### config.mk
export PLATFORM = sky130hd
export DESIGN_NAME = n2_ict_tag_arb_ctl
export DESIGN_NICKNAME = d
export VERILOG_FILES = /design/src/rtl/n2_ict_tag_arb_ctl.sv
export SDC_FILE = /design/constraint.sdc
export NUM_CORES = 1
export LEC_CHECK = 0
export CAP_MARGIN = 5
export CORE_MARGIN = 3
export CORE_UTILIZATION = 43
export CTS_CLUSTER_DIAMETER = 200
export DETAILED_ROUTE_END_ITERATION = 10
export PLACE_DENSITY = 0.88
export SLEW_MARGIN = 10
export SYNTH_ARGS = -nofsm -noshare
export SYNTH_HDL_FRONTEND = slang
export SYNTH_SLANG_ARGS = --single-unit
### constraint.sdc
create_clock -name l2clk -period 1.75 [get_ports l2clk]
set_input_delay 0.525 -clock l2clk [delete_from_list [all_inputs] [get_ports l2clk]]
set_output_delay 0.525 -clock l2clk [all_outputs]
set_load 0.02 [all_outputs]
### src/rtl/n2_ict_tag_arb_ctl.sv
// Instruction-cache tag-array port controller: arbitrates fetch lookups, L2 fill
// tag writes and a full-array invalidate sweep onto one registered _bf port.
module n2_ict_tag_arb_ctl #(
    parameter int unsigned FILL_MAX = 4,
    parameter logic [29:0] INV_TAG  = 30'h0
) (
    input  logic        l2clk,
    input  logic        rst,
    input  logic        tcu_array_wr_inhibit,
    input  logic        fet_rd_req,
    input  logic [5:0]  fet_rd_index,
    output logic        fet_rd_gnt,
    output logic        ict_rd_vld_f,
    input  logic        fil_req,
    input  logic [5:0]  fil_index,
    input  logic [2:0]  fil_way,
    input  logic [29:0] fil_tag,
    output logic        fil_gnt,
    input  logic        inv_all_req,
    output logic        inv_busy,
    output logic        inv_done,
    output logic [5:0]  agd_ic_index_bf,
    output logic [2:0]  agc_fill_wrway_bf,
    output logic [29:0] agd_ict_wrtag_bf,
    output logic        ftp_tg_rd_req_bf,
    output logic        ftp_tg_wr_req_bf,
    output logic        ftp_tg_clk_en
);

    localparam logic [3:0] FILL_LIMIT = 4'(FILL_MAX);

    typedef enum logic [1:0] {
        IDLE  = 2'd0,
        SWEEP = 2'd1,
        DONE  = 2'd2
    } state_t;

    state_t      state, state_nxt;
    logic [8:0]  sweep_ptr;
    logic [3:0]  starve_cnt;
    logic        sweep_wr_p0;
    logic        fill_wr_p0;
    logic        rd_issue_p0;
    logic        starved;

    assign starved  = (starve_cnt == FILL_LIMIT);
    assign inv_busy = (state != IDLE);
    assign inv_done = (state == DONE);

    // Stage p0: arbitration and sweep next-state from current inputs and state
    always_comb begin
        sweep_wr_p0 = 1'b0;
        fill_wr_p0  = 1'b0;
        rd_issue_p0 = 1'b0;
        state_nxt   = state;
        if (state == SWEEP) begin
            sweep_wr_p0 = !tcu_array_wr_inhibit;
        end else begin
            fill_wr_p0  = fil_req && !tcu_array_wr_inhibit && (!fet_rd_req || starved);
            rd_issue_p0 = fet_rd_req && !fill_wr_p0;
        end
        case (state)
            IDLE:    if (inv_all_req) state_nxt = SWEEP;
            SWEEP:   if (sweep_wr_p0 && (sweep_ptr == 9'd511)) state_nxt = DONE;
            DONE:    state_nxt = IDLE;
            default: state_nxt = IDLE;
        endcase
    end

    // Stage p1: registered array controls and grant pulses
    always_ff @(posedge l2clk) begin
        if (rst) begin
            state             <= IDLE;
            sweep_ptr         <= 9'd0;
            starve_cnt        <= 4'd0;
            fet_rd_gnt        <= 1'b0;
            ict_rd_vld_f      <= 1'b0;
            fil_gnt           <= 1'b0;
            agd_ic_index_bf   <= 6'd0;
            agc_fill_wrway_bf <= 3'd0;
            agd_ict_wrtag_bf  <= 30'd0;
            ftp_tg_rd_req_bf  <= 1'b0;
            ftp_tg_wr_req_bf  <= 1'b0;
            ftp_tg_clk_en     <= 1'b0;
        end else begin
            state            <= state_nxt;
            fet_rd_gnt       <= rd_issue_p0;
            ict_rd_vld_f     <= fet_rd_gnt;
            fil_gnt          <= fill_wr_p0;
            ftp_tg_rd_req_bf <= rd_issue_p0;
            ftp_tg_wr_req_bf <= sweep_wr_p0 | fill_wr_p0;
            ftp_tg_clk_en    <= rd_issue_p0 | sweep_wr_p0 | fill_wr_p0;

            if (sweep_wr_p0) begin
                sweep_ptr         <= sweep_ptr + 9'd1;
                agd_ic_index_bf   <= sweep_ptr[8:3];
                agc_fill_wrway_bf <= sweep_ptr[2:0];
                agd_ict_wrtag_bf  <= INV_TAG;
            end else if (fill_wr_p0) begin
                agd_ic_index_bf   <= fil_index;
                agc_fill_wrway_bf <= fil_way;
                agd_ict_wrtag_bf  <= fil_tag;
            end else if (rd_issue_p0) begin
                agd_ic_index_bf   <= fet_rd_index;
            end

            // Starvation count is frozen while the sweep owns the port
            if (state != SWEEP) begin
                if (!fil_req || fill_wr_p0)
                    starve_cnt <= 4'd0;
                else if (rd_issue_p0 && !starved)
                    starve_cnt <= starve_cnt + 4'd1;
            end
        end
    end

endmodule

==> results_dict.tcl, run 1 <==
set metrics [dict create \
    dp_hpwl_um 5210 \
    synth_top_family_by_area "simple AND/OR/NAND/NOR gates" \
    drc 0 \
    clock.fmax_mhz 555.1 \
    rsz0062_at_grt "yes" \
    drv_cap 0 \
    worst_slack_ns -0.05155 \
    power.density_nw_per_um2 824.8 \
    die_x_um 81.62 \
    die_h_um 81.62 \
    fin_skew_ns 0.01022 \
    finalHoldViolCount 0 \
    antenna_left 0 \
    gp_congestion 0.8851 \
    slew_violations 0 \
    clock-root-buffer "clkbuf_8" \
    ys.flop_type "dfxtp_1" \
    post-synth-top-count-cell "nand2_1" \
    synth-compound-area-share_pct 16.64 \
    avgViaCountPerCell 5.404 \
    insertion_delay_ns 0.33 \
    p_clk_share_pct 41.5 \
    multiInputGateArea_um2 1240 \
    grtUsageTotal_pct 23.09 \
    num-nets-final 473 \
    grt_start_max_net_pins 32 \
    crit_type "input pin to register" \
    regArea_um2 1189 \
    leakage_nw 1.662 \
    synth_cells 296 \
    start_util_pct 46.37 \
    grt_overflow 0 \
    ys_seq_area_share_pct 48.04 \
    final_cell_count_no_fill 492 \
    core-area_um2 5303 \
    synth_top_area_share_pct 48.04 \
    synth.area.top_cells "dfxtp_1 (48%), nand2_1 (12%), a21oi_1 (8.5%), o21ai_0 (3.5%), buf_6 (2.3%)" \
    wl_per_cell_um 16.57 \
    critPathCaptureType "register" \
    clock-sinks 59 \
    cp-start-kind "input pin" \
    ir_worst_vdd_uv 630.9 \
    async_flop_share_pct 0 \
    yosysWarningCount 0 \
    yosysUniqueCellTypes 38 \
    setup_violations 1 \
    synth-xor-area-share_pct 2.137 \
    cts_inserted_buffers 9 \
    synthSimpleGateAreaFrac_pct 24.33 \
    yosysTopAreaCell "dfxtp_1" \
    grt_first_pass_wirelength_um 11730 \
    finalCriticalPeriod_ns 1.802 \
    max-slew-margin-rel_pct 77.42 \
    htree_num_levels 3 \
    first_iter_violations 137 \
    synthAdderAreaFrac_pct 2.036 \
    synth_seq_cells 59 \
    post-route-period-util_pct 102.9 \
    worstMarginPinSlew_ns 0.3360 \
    routed_wl_um 8153 \
    synth_commonest_cells "nand2_1 (77), dfxtp_1 (59), a21oi_1 (42), o21ai_0 (17), nor2_1 (11)" \
    grt_pass1_vias 2481 \
    final_area_um2 3986 \
    antenna_found_initial 0 \
    num_antenna_cells 0 \
    switching_share_pct 24.94 \
    syn2layout_area_growth_pct 62.14 \
    hold_ws_ns 0.4574 \
    row_count 26 \
    switchingPower_w 0.0008201 \
    cp.arrival_ns 2.06 \
    worstPathRequired_ns 2.00 \
    pwr-share-comb_pct 15.5 \
    num_vias 2659 \
    p_int_w 0.002468 \
    power_frac_seq_pct 43.0 \
    violations "setup timing" \
    hp-class "register to register" \
    synth_edf_count 0 \
    path_max_fanout 4 \
    drive_gt1_share_pct 18.01 \
    io_buffers 97 \
    ios 98 \
    pre_cts_ws_ns -0.3910 \
    syn-cell-area_um2 2459 \
    tritoncts "done" \
    place_area_um2 3655 \
    clk_path_buf_depth 2 \
    syn_area_per_cell_um2 8.306 \
    status "finished, violations left" \
    fp.dieArea_um2 6661 \
    power_w 0.003288 \
    dp_cells 472 \
    path_clk_slew_ns 0.07 \
    fillers 371 \
    syn_nets 351 \
    synthMuxAreaShare_pct 1.221 \
    first_pass_iters 6 \
]
[worst max-delay path, stage by stage]
cell             delay, ns
clkdlybuf4s50_1       0.50
inv_1                 0.11
o211ai_2              0.30
buf_4                 0.18
buf_4                 0.11
nand4b_1              0.12
a31oi_1               0.21
[timing repair]
action / in CTS / in global routing
pin swaps: 3 / 8
hold buffers: 0 / 0
setup endpoints to repair: 59 / 37
hold endpoints to repair: 0 / 0
setup buffers: 1 / 3
gates resized for setup: 56 / 28
gates cloned: 0 / 1
[worst paths after layout]
| check | start | end | slack [ns] | cells past startpoint |
|---|---|---|---|---|
| min | agd_ict_wrtag_bf[24]$_SDFFE_PP0P_ | agd_ict_wrtag_bf[24]$_SDFFE_PP0P_ | 0.46 | 2 |
| max reg2reg | starve_cnt[1]$_SDFFE_PP0P_ | agd_ic_index_bf[2]$_SDFFE_PP0P_ | 0.01 | 7 |
| max | fet_rd_req | starve_cnt[2]$_SDFFE_PP0P_ | -0.05 | 7 |
| min reg2reg | agd_ict_wrtag_bf[24]$_SDFFE_PP0P_ | agd_ict_wrtag_bf[24]$_SDFFE_PP0P_ | 0.46 | 2 |
[routing by layer]
layer / vias to the layer above / GRT usage (%) / routed length (um) / share of wire, %
li1: 1252 / - / - / -
met2: 136 / 39.33 / 4171 / 51
met4: 0 / 14.62 / 322 / 3.9
met3: 32 / 5.373 / 582 / 7.1
met5: - / 0 / 0 / 0
met1: 1239 / 25.87 / 3076 / 38
[power groups by stage]
| stage | Combinational [W] | Clock [W] | Sequential (W) |
|---|---|---|---|
| after global routing | 0.000543 | 0.00143 | 0.00142 |
| after detailed placement | 0.000491 | 0 | 0.00145 |
| after global placement | 0.000481 | 0 | 0.00144 |
| after CTS | 0.000479 | 0.00138 | 0.00141 |
| after floorplan | 0.000164 | 0 | 0.00149 |
| final | 0.000508 | 0.00137 | 0.00141 |
[area by class of cell]
| class | count | share of cell area, % |
|---|---|---|
| Inverter | 6 | 0.6905 |
| Tap cell | 70 | 2.197 |
| Clock buffer | 10 | 3.453 |
| Sequential cell | 59 | 29.82 |
| Clock inverter | 5 | 1.946 |
| Multi-Input combinational cell | 213 | 31.10 |
| Timing Repair Buffer | 129 | 30.79 |
[cell usage in the layout (no fill, tap or decap), types with 2 or more instances in the layout]
cell / synthesis / final
nor2b_1: 4 / 4
a21oi_2: 0 / 10
inv_1: 6 / 4
nand2_1: 77 / 75
a311oi_2: 0 / 3
a311oi_1: 5 / 2
xor2_1: 2 / 2
nand4b_1: 2 / 2
nand3_1: 9 / 9
clkinv_2: 0 / 2
clkbuf_8: 0 / 10
nor2_1: 11 / 11
clkdlybuf4s50_1: 0 / 48
dlygate4sd2_1: 0 / 48
nor3_1: 10 / 10
mux2i_1: 3 / 3
inv_4: 0 / 2
nand3b_1: 2 / 2
o21ai_0: 17 / 16
ha_1: 4 / 3
nand4_1: 3 / 3
buf_4: 1 / 26
dfxtp_1: 59 / 57
a21oi_1: 42 / 31
bufinv_16: 0 / 2
xnor2_1: 4 / 4
dfxtp_4: 0 / 2
buf_12: 0 / 4
[flip-flops by register name (all words and copies together) (netlist names)]
signal and count:
agd_ict_wrtag_bf 30, sweep_ptr 9, agd_ic_index_bf 6, starve_cnt 4
agc_fill_wrway_bf 3, state 2, fil_gnt 1, ftp_tg_clk_en 1
ftp_tg_rd_req_bf 1, ftp_tg_wr_req_bf 1, ict_rd_vld_f 1
[per-stage QoR]
stage / TNS, ns / utilization (%)
after CTS: 0 / 72.39
final: -0.05155 / 75.18
after detailed placement: -15.50 / 68.92
after floorplan: 0 / -
after global placement: -13.34 / 68.92
after global routing: -0.7293 / 75.18
[logic make-up after synthesis]
group / Yosys count
and+or+nand+nor: 129
AOI/OAI and AO/OA: 71
DFF: 59
buffers and inverters: 24
xor gates and xnor gates: 6
adders and majority gates: 4
muxes: 3
(Power assumes the default switching activity.)
==> inputs of run 2 (changes only) <==
--- a/config.mk
+++ b/config.mk
@@ -5,13 +5,12 @@
 export SDC_FILE = /design/constraint.sdc
 export NUM_CORES = 1
 export LEC_CHECK = 0
-export CAP_MARGIN = 5
+export CORE_ASPECT_RATIO = 2
 export CORE_MARGIN = 3
 export CORE_UTILIZATION = 43
 export CTS_CLUSTER_DIAMETER = 200
 export DETAILED_ROUTE_END_ITERATION = 10
 export PLACE_DENSITY = 0.88
-export SLEW_MARGIN = 10
 export SYNTH_ARGS = -nofsm -noshare
 export SYNTH_HDL_FRONTEND = slang
 export SYNTH_SLANG_ARGS = --single-unit
==> run 2 against run 1 <==
Via count decreased by 3.8%. Clock skew decreased by 0.0023 ns. Sequential power about the same. Combinational power decreased by 2%. Non-clock buffer count unchanged. The run now ends clean. Largest power group unchanged. Critical path depth increased by 1. Global-route usage decreased by 0.97 points. Maximum frequency increased by 5.4%.
==> results_dict.tcl, run 2 (synthesized netlist as in run 1, its figures left out) <==
set metrics [dict create \
    status "completed" \
    clock-root-buffer "clkbuf_8" \
    grt_overflow 0 \
    drv_cap 0 \
    cp-start-kind "register" \
    setup_violations 0 \
    path_clk_slew_ns 0.06 \
    wl_per_cell_um 14.93 \
    hp-class "register to register" \
    fillers 427 \
    antenna_left 0 \
    routed_wl_um 7209 \
    num-nets-final 473 \
    slowest_delay_ns 0.45 \
    insertion_delay_ns 0.34 \
    core-area_um2 5468 \
    clk_path_buf_depth 2 \
    die_h_um 112.9 \
    htree_num_levels 3 \
    postCtsHoldBufs 0 \
    post-route-period-util_pct 97.63 \
    top_usage_layer "met2" \
    first_iter_violations 144 \
    num_vias 2559 \
    start_util_pct 44.97 \
    critPathCaptureType "register" \
    slew_violations 0 \
    ios 98 \
    antenna_found_initial 0 \
    finalHoldViolCount 0 \
    use_met1_pct 20.11 \
    final_cell_count_no_fill 483 \
    finalCriticalPeriod_ns 1.709 \
    cp_cell_sequence "inv_4, ha_4, nand3b_1, a211oi_4, buf_12, buf_4, nand2_1, a21oi_1" \
    critPathBufInv 3 \
    io_buffers 97 \
    power.density_nw_per_um2 806.8 \
    leakage_nw 1.679 \
    grt_pass1_vias 2446 \
    path_max_fanout 6 \
    globalRouteMet2Util_pct 40.03 \
    final_cell_mix "nand2_1 (77), dfxtp_1 (57), clkdlybuf4s50_1 (47), dlygate4sd2_1 (47), a21oi_1 (33)" \
    syn2layout_area_growth_pct 61.07 \
    max-slew-margin-rel_pct 74.69 \
    dp_cells 464 \
    drive_gt1_share_pct 17.02 \
    worst_slack_ns 0.04150 \
    ir_worst_vdd_uv 1023 \
    fp.dieArea_um2 6716 \
    dp_hpwl_um 5523 \
    pre_cts_ws_ns -0.4534 \
    use_met3_pct 5.936 \
    row_count 38 \
    crit_type "register to register" \
    grtUsageTotal_pct 22.12 \
    drc 0 \
    clock.fmax_mhz 585.3 \
    grt_start_max_net_pins 31 \
    fin_skew_ns 0.007924 \
    cp.arrival_ns 1.98 \
    final_common_cell "nand2_1" \
    top_register "agd_ict_wrtag_bf" \
    reg.largest.list "agd_ict_wrtag_bf x30, sweep_ptr x9, agd_ic_index_bf x6" \
    worstMarginPinSlew_ns 0.3784 \
    rsz0062_at_grt "yes" \
    worstPathRequired_ns 2.02 \
    tritoncts "done" \
    cp_top_family "compound AO/OA/AOI/OAI gates" \
    cts_inserted_buffers 9 \
    grt_first_pass_wirelength_um 11090 \
    slowest_stage "a211oi_4" \
    num_antenna_cells 0 \
    die_x_um 59.47 \
    gp_congestion 0.8244 \
    avgViaCountPerCell 5.298 \
    largest_reg_flops 30 \
    first_pass_iters 4 \
    clock-sinks 59 \
]
## run 2: final timing paths
check / slack [ns] / end / cells after the start / startpoint
max: 0.04 / agd_ict_wrtag_bf[0]$_SDFFE_PP0P_ / 8 / starve_cnt[0]$_SDFFE_PP0P_
min: 0.45 / agd_ict_wrtag_bf[10]$_SDFFE_PP0P_ / 2 / agd_ict_wrtag_bf[10]$_SDFFE_PP0P_
max reg2reg: 0.04 / agd_ict_wrtag_bf[0]$_SDFFE_PP0P_ / 8 / starve_cnt[0]$_SDFFE_PP0P_
min reg2reg: 0.45 / agd_ict_wrtag_bf[10]$_SDFFE_PP0P_ / 2 / agd_ict_wrtag_bf[10]$_SDFFE_PP0P_
## run 2: area by class of cell
class	count	area [um^2]	share of cell area (%)
repair buffers	129	1252	31.63
multi-input cells	213	1209	30.52
flip-flops and latches	59	1186	29.95
clock buffers	12	165.2	4.171
well taps	60	75.07	1.896
clock inverters	4	47.55	1.201
inverters	6	25.02	0.6319
## run 2: power breakdown
group          leakage, nW  switching, W  internal, W
combinational         1.09      0.000241     0.000257
clock                0.108      0.000513     0.000768
sequential           0.481     0.0000271      0.00139
## run 2: through the flow
step                TNS (ns)  instance area [um^2]  power, W  hold slack [ns]  util [%]
global route        -0.03207                  3960  0.003328           0.4705     72.43
finish                     0                  3960  0.003195           0.4493     72.43
detailed placement    -19.26                  3682  0.001952           0.4465     67.35
global placement      -16.50                  3682  0.001940           0.4415     67.35
CTS                  -0.1008                  3842  0.003213           0.4527     70.27
floorplan                  0                  2459  0.001655           0.4505         -
## run 2: timing repair
item	in CTS	in global routing
pin swaps	0	4
resized for setup	51	25
setup endpoints to repair	85	35
setup buffers	0	2
hold endpoints to repair	0	0
gates cloned	0	1
## run 2: per-layer routing
layer	wire length (um)	share of wire, %	vias to the layer above
li1	-	-	1257
met1	2269	31	1172
met2	4167	58	100
met3	397	5.5	30
met4	375	5.2	0
met5	0	0	-
## run 2: worst register-to-register path: stages, from the launching register on
cell and delay (ns):
dfxtp_4 0.36, inv_4 0.06, ha_4 0.13, nand3b_1 0.17
a211oi_4 0.45, buf_12 0.17, buf_4 0.12, nand2_1 0.05
a21oi_1 0.12
==> inputs of run 3 (changes only) <==
==> constraint.sdc (replaced) <==
create_clock -name l2clk -period 1.9 [get_ports l2clk]
set_input_delay 0.57 -clock l2clk [delete_from_list [all_inputs] [get_ports l2clk]]
set_output_delay 0.57 -clock l2clk [all_outputs]
set_load 0.02 [all_outputs]
==> run 3 against run 2 <==
Global-route usage increased by 0.78 points. Critical path depth decreased by 7. Via count decreased by 1.0%. Die area unchanged. Largest cell class unchanged. Clock power decreased by 20%. Core utilization decreased by 2.2 points. Cell area decreased by 3.0%. Critical path type is now register to output pin. Sequential power decreased by 8%. Highest routed layer unchanged. Clock-buffer cell count increased by 1.
==> results_dict.tcl, run 3 (synthesized netlist as in run 1, its figures left out) <==
set metrics [dict create \
    setup_tns_ns 0 \
    top_register "agd_ict_wrtag_bf" \
    largest_reg_flops 30 \
    multiInputGateArea_um2 1142 \
    hold_ws_ns 0.4517 \
    fp.dieArea_um2 6716 \
    clock.fmax_mhz 532.4 \
    grt_start_max_net_pins 31 \
    die_h_um 112.9 \
    grtUsageTotal_pct 22.89 \
    drv_cap 0 \
    row_count 38 \
    first_pass_iters 4 \
    leakage_nw 1.542 \
    drc 0 \
    worstPathRequired_ns 1.33 \
    routed_wl_um 7268 \
    final_area_um2 3840 \
    tritoncts "done" \
    wl_per_cell_um 15.27 \
    status "completed" \
    insertion_delay_ns 0.34 \
    worstMarginPinSlew_ns 0.4842 \
    ios 98 \
    rsz0062_at_grt "no" \
    r2r_setup_slack_ns 0.16 \
    worstHoldPathCells 2 \
    fin_skew_ns 0.005492 \
    first_iter_violations 116 \
    avgViaCountPerCell 5.321 \
    place_area_um2 3647 \
    cp.arrival_ns 1.31 \
    fillers 427 \
    drive_gt1_share_pct 11.30 \
    reg.largest.list "agd_ict_wrtag_bf x30, sweep_ptr x9, agd_ic_index_bf x6" \
    finalHoldViolCount 0 \
    grt_first_pass_wirelength_um 11510 \
    hp-class "register to register" \
    power.density_nw_per_um2 724.0 \
    finalCriticalPeriod_ns 1.878 \
    num_antenna_cells 0 \
    setup_violations 0 \
    ir_worst_vdd_uv 690.3 \
    num_vias 2533 \
    start_util_pct 44.97 \
    post_cts_buffers 0 \
    power_w 0.002780 \
    grt_overflow 0 \
    regArea_um2 1181 \
    crit_type "register to output pin" \
    dp_hpwl_um 5633 \
    core-area_um2 5468 \
    crit_start "agc_fill_wrway_bf[1]$_SDFFE_PP0P_" \
    clock-sinks 59 \
    grt_pass1_vias 2557 \
    slowest_stage "clkdlybuf4s50_1" \
    r2r-end "agd_ic_index_bf[2]$_SDFFE_PP0P_" \
    clk_path_buf_depth 2 \
    slew_violations 0 \
    gp_congestion 0.8237 \
    htree_num_levels 3 \
    critPathBufInv 1 \
    syn2layout_area_growth_pct 56.18 \
    clock-root-buffer "clkbuf_8" \
    post-route-period-util_pct 98.87 \
    die_x_um 59.47 \
    final_common_cell "clkdlybuf4s50_1" \
    slowest_delay_ns 0.62 \
    hold_path.startpoint "agd_ict_wrtag_bf[3]$_SDFFE_PP0P_" \
    max-slew-margin-rel_pct 67.65 \
    r2r_start "starve_cnt[0]$_SDFFE_PP0P_" \
    path_clk_slew_ns 0.06 \
    min_to "agd_ict_wrtag_bf[3]$_SDFFE_PP0P_" \
    io_buffers 97 \
    critPathCaptureType "output pin" \
    antenna_left 0 \
    cp_top_family "buffers and inverters" \
    final_cell_mix "clkdlybuf4s50_1 (82), nand2_1 (77), dfxtp_1 (59)" \
    cp-start-kind "register" \
    r2r_cells 7 \
    num-nets-final 467 \
    antenna_found_initial 0 \
    fin_util_pct 70.23 \
    path_max_fanout 2 \
    cp_cell_sequence "clkdlybuf4s50_1" \
    cts_inserted_buffers 9 \
]
-- run 3: layout make-up --
type / instances / share of cell area, %
flip-flops and latches: 59 / 30.76
clock inverters: 2 / 0.2607
multi-input cells: 213 / 29.75
inverters: 6 / 0.5865
well taps: 60 / 1.955
repair buffers: 123 / 32.29
clock buffers: 13 / 4.399
-- run 3: metrics by stage --
stage | setup slack [ns] | instances
3_3_place_gp | -0.2739 | 461
3_5_place_dp | -0.3272 | 461
2_1_floorplan | 0.1826 | 296
4_1_cts | 0.003536 | 476
5_1_grt | 0.0007030 | 476
6_report | 0.02155 | 476
-- run 3: layer usage --
| layer | vias to the layer above | wire [um] | global-route usage (%) |
|---|---|---|---|
| li1 | 1246 | - | - |
| met1 | 1168 | 2370 | 21.21 |
| met2 | 94 | 4136 | 41.05 |
| met3 | 25 | 374 | 4.909 |
| met4 | 0 | 387 | 16.79 |
| met5 | - | 0 | 0 |
-- run 3: power by group --
group | switching, W | total [W] | internal (W)
combinational | 0.000213 | 0.000453 | 0.000240
sequential | 0.0000257 | 0.00131 | 0.00128
clock | 0.000453 | 0.00102 | 0.000568
-- run 3: what timing repair did --
item                       4_1_cts  5_1_grt
setup endpoints to repair        7       37
hold buffers                     0        0
gates resized for setup          8       11
-- run 3: worst max path at each step --
stage / slack (ns) / depth (start not counted) / to
after detailed placement: -0.33 / 5 / agd_ic_index_bf[0]$_SDFFE_PP0P_
after global routing: 0.0007 / 1 / agd_ict_wrtag_bf[10]
final: 0.02 / 1 / agc_fill_wrway_bf[1]
after global placement: -0.27 / 4 / sweep_ptr[3]$_SDFFE_PP0P_
after floorplan: 0.18 / 5 / sweep_ptr[3]$_SDFFE_PP0P_
after CTS: 0.004 / 1 / agd_ict_wrtag_bf[2]
